===== src/rtl/wave_loader.sv =====
// Wave loader: assembles 12-bit samples from pairs of serial bytes (high nibble, then low byte)
// and writes them sequentially into a sample RAM, pulsing done after the last one.
module wave_loader #(
  parameter int unsigned N = 3
) (
  input  logic        clk,
  input  logic        rst,
  input  logic        start,
  input  logic [7:0]  din,
  input  logic        din_valid,
  output logic        din_ready,
  output logic        we,
  output logic [11:0] waddr,
  output logic [11:0] wdata,
  output logic        busy,
  output logic        done
);

  // A single-entry table still needs one counter bit to hold address 0.
  localparam int unsigned CW   = (N > 1) ? $clog2(N) : 1;
  localparam logic [CW-1:0] LAST = CW'(N - 1);

  typedef enum logic [2:0] {
    S_IDLE,
    S_HI,
    S_LO,
    S_WR,
    S_DONE
  } state_t;

  state_t        state_q, state_d;
  logic [CW-1:0] cnt_q, cnt_d;
  logic [11:0]   data_q, data_d;
  logic          din_ready_q, din_ready_d;
  logic          we_q, we_d;
  logic          busy_q, busy_d;
  logic          done_q, done_d;
  logic          xfer;

  assign xfer = din_valid & din_ready_q;

  // Next-state, datapath and output decode; outputs are registered from the next state.
  always_comb begin
    state_d     = state_q;
    cnt_d       = cnt_q;
    data_d      = data_q;
    din_ready_d = 1'b0;
    we_d        = 1'b0;
    busy_d      = 1'b0;
    done_d      = 1'b0;

    unique case (state_q)
      S_IDLE: begin
        if (start) begin
          state_d = S_HI;
          cnt_d   = '0;
        end
      end
      S_HI: begin
        if (xfer) begin
          data_d[11:8] = din[3:0];
          state_d      = S_LO;
        end
      end
      S_LO: begin
        if (xfer) begin
          data_d[7:0] = din;
          state_d     = S_WR;
        end
      end
      S_WR: begin
        if (cnt_q == LAST) begin
          state_d = S_DONE;
        end else begin
          cnt_d   = cnt_q + CW'(1);
          state_d = S_HI;
        end
      end
      S_DONE: begin
        state_d = S_IDLE;
      end
      default: begin
        state_d = S_IDLE;
      end
    endcase

    din_ready_d = (state_d == S_HI) || (state_d == S_LO);
    we_d        = (state_d == S_WR);
    busy_d      = (state_d == S_HI) || (state_d == S_LO) || (state_d == S_WR);
    done_d      = (state_d == S_DONE);
  end

  always_ff @(posedge clk or posedge rst) begin
    if (rst) begin
      state_q     <= S_IDLE;
      cnt_q       <= '0;
      data_q      <= '0;
      din_ready_q <= 1'b0;
      we_q        <= 1'b0;
      busy_q      <= 1'b0;
      done_q      <= 1'b0;
    end else begin
      state_q     <= state_d;
      cnt_q       <= cnt_d;
      data_q      <= data_d;
      din_ready_q <= din_ready_d;
      we_q        <= we_d;
      busy_q      <= busy_d;
      done_q      <= done_d;
    end
  end

  assign din_ready = din_ready_q;
  assign we        = we_q;
  assign waddr     = 12'(cnt_q);
  assign wdata     = data_q;
  assign busy      = busy_q;
  assign done      = done_q;

endmodule


===== config.mk =====
export PLATFORM = sky130hd
export DESIGN_NAME = wave_loader
export DESIGN_NICKNAME = d
export VERILOG_FILES = /design/src/rtl/wave_loader.sv
export SDC_FILE = /design/constraint.sdc
export NUM_CORES = 1
export LEC_CHECK = 0
export BUFFER_PORTS_ARGS = -buffer_cell sky130_fd_sc_hd__buf_4
export CAP_MARGIN = 15
export CORE_ASPECT_RATIO = 1.5
export CORE_UTILIZATION = 40
export DETAILED_ROUTE_END_ITERATION = 6
export PLACE_DENSITY = 0.78
export SKIP_LAST_GASP = 1
export SLEW_MARGIN = 25
export SYNTH_ARGS = -nofsm -noshare
export SYNTH_HDL_FRONTEND = slang
export SYNTH_SLANG_ARGS = --single-unit

===== constraint.sdc =====
create_clock -name clk -period 4.5 [get_ports clk]
set_input_delay 0.45 -clock clk [delete_from_list [all_inputs] [get_ports clk]]
set_output_delay 0.45 -clock clk [all_outputs]
set_load 0.1 [all_outputs]

Word level (Yosys, flattened, before mapping). Index checks and enable logic that the tools add are counted.

Register bits: 21. Input bits: 12. Logic and storage cells: 35.

Add/sub/neg operators: 1. Eq/ne operators: 10. Multiplexer cells: 8. Bitwise gates (word level): 1. Reductions and logical operators: 7.

Operator list (number): == test 3 x 2 -> 1 bit, second input constant (4); 2-to-1 mux 3 bit (4); one-hot mux 3 bit (4 select lines) (1); == test 3 x 1 -> 1 bit, second input constant (2); 2-to-1 mux 2 bit (2); != test 2 bit, second input constant (2); one-hot mux 2 bit (2 select lines) (1); AND reduction 2 bit (2); == test 3 bit, second input constant (1); logical NOT 3 bit (1); AND reduction 3 bit (1); adder 2 x 1 -> 2 bit, second input constant (1); == test 2 bit, second input constant (1); logical OR 1 bit (2); nonzero test 2 bit (1); bitwise AND 1 bit (1).

Logic depth before layout (Yosys ltp). Gate-level depths: netlist of the first run.

Depth in word-level cells: 6. Depth in mapped cells: 4. Depth with buffers taken out: 4.

Worst setup path before layout of the first run. OpenSTA, ideal clock, no wires.

Path kind: register to register. From: register cnt_q[0]. To: register cnt_q[0]. Library setup time: 0.126 ns. Arrival: 1.957 ns. Setup slack: 2.417 ns. Cell stages (with the launch flop): 5. Clock period less this slack: 2.083 ns. Cell sequence: dfrtp_1 -> inv_1 -> ha_1 -> o31a_2 -> mux2_4.

Cells in the longest elaborated chain, start to end: 3. Elaborated cells between the ends (all ways): 6. Classes of those cells: add/sub (1); eq/ne (2); mux (2); reduce/logical (1).

Ends and longest elaborated chain: start: declaration (RTL line 32) `logic [CW-1:0] cnt_q, cnt_d;`; start signal: assignment (RTL line 104) `cnt_q <= cnt_d;`; adder 2 x 1 -> 2 bit or == test 2 bit (tied branches) (RTL line 75, 72); 2-to-1 mux 2 bit or != test 2 bit (tied branches); one-hot mux 2 bit (2 select lines) or AND reduction 3 bit (tied branches).

Several ways; a longest one is shown, not always the timed one. The select of a mux whose other input is x is not followed. A chain may end at the register's enable or synchronous reset.

Worst setup path in the final report of the first run.
From: register state_q[2]. To: register cnt_q[0].

Cells in the longest elaborated chain, start to end: 3. Elaborated cells between the ends (all ways): 7. Classes of those cells: eq/ne (3); mux (1); reduce/logical (3).

Ends and longest elaborated chain: start: declaration (RTL line 31) `state_t state_q, state_d;`; start signal: assignment (RTL line 103) `state_q <= state_d;`; == test 3 x 2 -> 1 bit or logical NOT 3 bit (tied branches) (RTL line 52) `unique case (state_q)`; != test 2 bit (no source line) or nonzero test 2 bit (tied branches); AND reduction 3 bit (no source line).

Several ways; a longest one is shown, not always the timed one.

==> flow_summary.yaml, run 1 <==
clock_network:
  cts_hold_buffers: 0
  cts_tree: "built"
  cts_num_sinks: 21
  cts_setup_buffers: 0
  clk_latency_ns: 0.30
  cts-root-buf: "clkbuf_4"
  cts_resized: 0
  htreeDepth: 1
  cts.path.max_buffers: 2
  clk_pin_slew_ns: 0.11
  cts_made_buffers: 3
floorplan:
  start_util_pct: 42.86
  core_area_mm2: 0.002286
  pin_count: 40
  die_width_um: 42.41
  dieArea_mm2: 0.002655
  core.rowCount: 21
  die_height_um: 62.61
placement:
  port_buffers: 29
  dp_hpwl_um: 1397
  gp_congestion: 0.7811
critical_path:
  worstPathArrival_ns: 1.86
  crit_chain: "or4b_1, o31a_2, mux2_4"
  cp_max_fo: 8
  critPathKind: "flop to flop"
  start_kind: "flop"
  cp.required_ns: 4.70
  worstPathBufferInverterCount: 0
  cpPeakStageDelay_ns: 0.59
  endpoint_kind: "flop"
  crit_slowest_cell: "or4b_1"
  path_delay_family: "simple AND/OR/NAND/NOR gates"
routing:
  met2_length_um: 1018
  maxUsedRoutingLayer: "met4"
  route.detailed.drc: 0
  ant_nets: 0
  vias: 646
  viasPerCell: 5.087
  dr.first_iter.drc_count: 14
  routed-wl-met3_um: 83
  drt-met1-wl_um: 666
  wl_per_cell_um: 14.14
  dr.pass1.iters: 4
  finalWirelength_um: 1796
run:
  drv_cap: 0
yosys:
  ys_types: 23
  synth_area_leaders: "dfrtp_1, mux2_2, buf_4"
  ys_seq_elements: 21
  syn_inst: 75
  synth_top_area_share_pct: 53.64
  yosysTopAreaCell: "dfrtp_1"
  syn-cell-area_um2: 979.7
  synth_warnings: 0
  syn_avg_cell_area_um2: 13.06
  seq_area_frac_synth_pct: 53.64
global_route:
  grt_pass1_wl_um: 2904
  grt_max_degree: 22
  grt_overflow_total: 0
  grt_usage_pct: 14.49
  grt_pass1_vias: 633
  antenna_found_initial: 0
run_status:
  status: "completed"
timing:
  rsz0062_at_grt: "false"
  tightest_slew_ns: 0.7874
  min_period_over_period_pct: 36.90
  skew_ns: 0.006322
  slew_headroom_pct: 47.45
  setup_violations: 0
  setup_tns_ns: 0
  hold_viol: 0
  drv_slew: 0
  layout_min_cycle_time_ns: 1.661
  max_freq_mhz: 602.2
cells_and_area:
  final_util_pct: 51.78
  drive_gt1_share_pct: 46.15
  syn_to_final_growth_pct: 20.82
  nets: 118
  antennaDiodeCount: 0
worst_hold_path:
  min_path_type: "input port to async pin"
cell type report:
cell class                      instances  area, µm²
Inverter                                3      11.26
Multi-Input combinational cell         47      374.1
Sequential cell                        21      525.5
Clock buffer                            4      26.28
Tap cell                               23      28.78
Timing Repair Buffer                   29      217.7
Fill cell                             196       1102
Yosys cell counts (all sizes together):
master,n
mux2,14
nand4b,1
nor2,5
inv,3
buf,13
o31a,2
dfrtp,21
a31oi,3
nand4,1
nand3b,1
ha,1
o21a,1
a2bb2oi,1
nand2,2
nor4b,1
nor3b,2
conb,1
a21o,1
or4b,1
state kept, by name, indices dropped and copies added (netlist names):
register / flops
busy: 1
done: 1
we: 1
wdata: 12
din_ready: 1
state_q: 3
cnt_q: 2
metal layers:
layer	up-vias	GRT usage [%]
met1	318	16.41
met2	26	25.19
li1	298	-
met5	-	0
met4	0	6.250
met3	4	3.468
path summary, 6_finish.rpt:
path | cells after the start | from | to | slack (ns)
max in group asynchronous | 2 | rst | wdata[2] | 3.72
hold reg to reg | 1 | wdata[4] | wdata[4] | 0.53
hold / removal | 2 | rst | din_ready | 0.28
min in group clk | 2 | din[5] | wdata[5] | 0.38
setup / recovery | 3 | state_q[2] | cnt_q[0] | 2.84
setup reg to reg | 3 | state_q[2] | cnt_q[0] | 2.84
cells by family (layout without fill, tap and decap cells):
| family | after synthesis | count (layout) | share of synthesized area [%] |
|---|---|---|---|
| DFF | 21 | 21 | 53.64 |
| and+or+nand+nor | 14 | 14 | 9.962 |
| buffers and inverters | 16 | 36 | 11.62 |
| adders and majority gates | 1 | 1 | 1.277 |
| other | 1 | 10 | 0.3828 |
| AOI/OAI and AO/OA | 8 | 8 | 6.259 |
| muxes | 14 | 14 | 16.86 |
per-stage QoR:
stage	setup WS (ns)	hold slack [ns]	std cells	area, µm²
finish	2.839	0.2847	127	1184
global route	2.750	0.3472	127	1184
CTS	2.848	0.3157	127	1184
detailed placement	2.876	0.4968	123	1157
global placement	2.947	0.4933	123	1157
floorplan	2.417	0.4265	84	1013
cells in the final DEF (no fill, tap or decap), drive strengths merged, types with 3 or more instances in the layout:
cell	n
buf	29
dfrtp	21
mux2	14
conb	10
nor2	5
clkbuf	4
a31oi	3
inv	3
Power of run 1 is left out: the tool's default activity adds up to more than one toggle a clock period on the data nets, which glitch-free logic cannot reach.
==> inputs of run 2 (changes only) <==
- PLACE_DENSITY: 0.78 -> 0.81
- clock period: 4.5 -> 1.3 ns (I/O delays scaled with it)
==> run 2 against run 1 <==
Effect of this change: the run now ends with setup timing left; sequential cell count is the same; non-clock buffer count is 21 higher; routed wire length is 30% higher; maximum frequency increased by 13%; utilization increased by 14 points; worst setup slack got worse by 3.0 ns; count of clock-buffer cells in the layout fell by 1; global-route usage rose by 3.6 points; die area unchanged; final cell count is 17% higher; first-iteration DRC count fell by 36%; critical path type unchanged.
==> flow_summary.yaml, run 2 (same netlist as run 1, synthesis figures left out) <==
placement:
  dp_hpwl_um: 1468
  gp_congestion: 0.7763
  port_buffers: 29
  place_area_mm2: 0.001310
routing:
  route.detailed.drc: 0
  dr.first_iter.drc_count: 9
  dr.pass1.iters: 4
  ant_nets: 0
  wl_per_cell_um: 15.76
  finalWirelength_um: 2332
  vias: 748
  viasPerCell: 5.054
timing:
  drv_slew: 0
  worst_slack_ns: -0.1739
  skew_ns: 0.004513
  min_period_over_period_pct: 113.4
  hold_viol: 0
  setup_violations: 14
  max_freq_mhz: 678.5
  holdWs_ns: 0.03204
  layout_min_cycle_time_ns: 1.474
  rsz0062_at_grt: "true"
cells_and_area:
  nets: 139
  layout_commonest_cell: "buf_4"
  fin_area_mm2: 0.001514
  syn_to_final_growth_pct: 54.53
  final_cell_mix: "buf_4, dfrtp_1, conb_1"
  largest_register_ffs: 12
  drive_gt1_share_pct: 62.40
  antennaDiodeCount: 0
global_route:
  grt_max_degree: 22
  grt_pass1_vias: 789
  grt_pass1_wl_um: 3505
  antenna_found_initial: 0
  grt_overflow_total: 0
  gr-usage-met1_pct: 18.16
  busiest_layer: "met2"
  grtUsageMet3_pct: 4.624
  met2_usage_pct: 31.92
  grt_usage_pct: 18.05
critical_path:
  endpoint_kind: "flop"
  rrSetupSlack_ns: -0.17
  critPathKind: "flop to flop"
  crit_start: "din_ready"
  crit_slowest_cell: "dfrtp_4"
  reg2reg_from: "din_ready"
  r2r.worst_path.cells: 4
  path_delay_family: "flip-flops"
  cp_max_fo: 4
  cpPeakStageDelay_ns: 0.52
  critPathCapture: "wdata[2]"
  cp.depth: 4
  worstPathArrival_ns: 1.69
  worstPathBufferInverterCount: 2
  start_kind: "flop"
  cp.required_ns: 1.52
  crit_chain: "buf_6, nand4_1, bufbuf_16, mux2_2"
  r2r-end: "wdata[2]"
floorplan:
  pin_count: 40
  start_util_pct: 42.86
  die_width_um: 42.41
  core_area_mm2: 0.002286
  core.rowCount: 21
  die_height_um: 62.61
  dieArea_mm2: 0.002655
clock_network:
  clk_pin_slew_ns: 0.12
  htreeDepth: 1
  cts_made_buffers: 3
  cts-root-buf: "clkbuf_4"
  cts_num_sinks: 21
  cts_tree: "built"
  clk_latency_ns: 0.32
  cts.path.max_buffers: 2
worst_hold_path:
  min_path_type: "input port to flop"
run:
  drv_cap: 0
run_status:
  status: "finished with violations"
  violations: "setup timing"
## run 2: worst min path at each step
stage | slack [ns] | from | cells after the start | end
global route | 0.02 | din[6] | 2 | wdata[6]
floorplan | 0.11 | rst | 1 | busy
CTS | 0.05 | din[2] | 2 | wdata[10]
finish | 0.03 | din[6] | 2 | wdata[6]
global placement | 0.18 | rst | 3 | we
detailed placement | 0.18 | rst | 3 | busy
## run 2: routing by layer
| metal | routed length, µm | share of wire (%) |
|---|---|---|
| met5 | 0 | 0 |
| met1 | 841 | 36 |
| met3 | 128 | 5.5 |
| met4 | 70 | 3.0 |
| met2 | 1293 | 55 |
## run 2: worst reg2reg max path: cells and delay by family, from the launching register on
kind,cells,cell delay [ns]
multiplexers,1,0.32
flip-flops,1,0.52
AND/OR/NAND/NOR,1,0.12
buffers and inverters,2,0.41
## run 2: final cells by class
class / instances / area (µm²)
repair buffers: 50 / 475.5
well taps: 23 / 28.78
clock buffers: 3 / 22.52
clock inverters: 1 / 5.005
multi-input cells: 47 / 434.2
inverters: 3 / 11.26
fillers: 165 / 772.0
flip-flops and latches: 21 / 536.8
## run 2: metrics by stage
stage                     setup TNS (ns)  cells  util (%)  worst slack [ns]
after floorplan                   -3.144     84         -           -0.3049
final                             -1.963    148     66.23           -0.1739
after global routing              -2.654    148     66.23           -0.1951
after global placement            -1.310    136     57.31           -0.1333
after detailed placement          -1.786    136     57.31           -0.1640
after CTS                         -1.882    146     63.33           -0.1896
## run 2: what timing repair did
item	CTS	global route
endpoints found under the hold margin	21	0
gates cloned	1	0
hold buffers	1	0
buffers inserted	4	2
pin swaps	1	1
gates resized for setup	10	12
setup endpoints to repair	17	19
Power of run 2 is left out for the same reason.
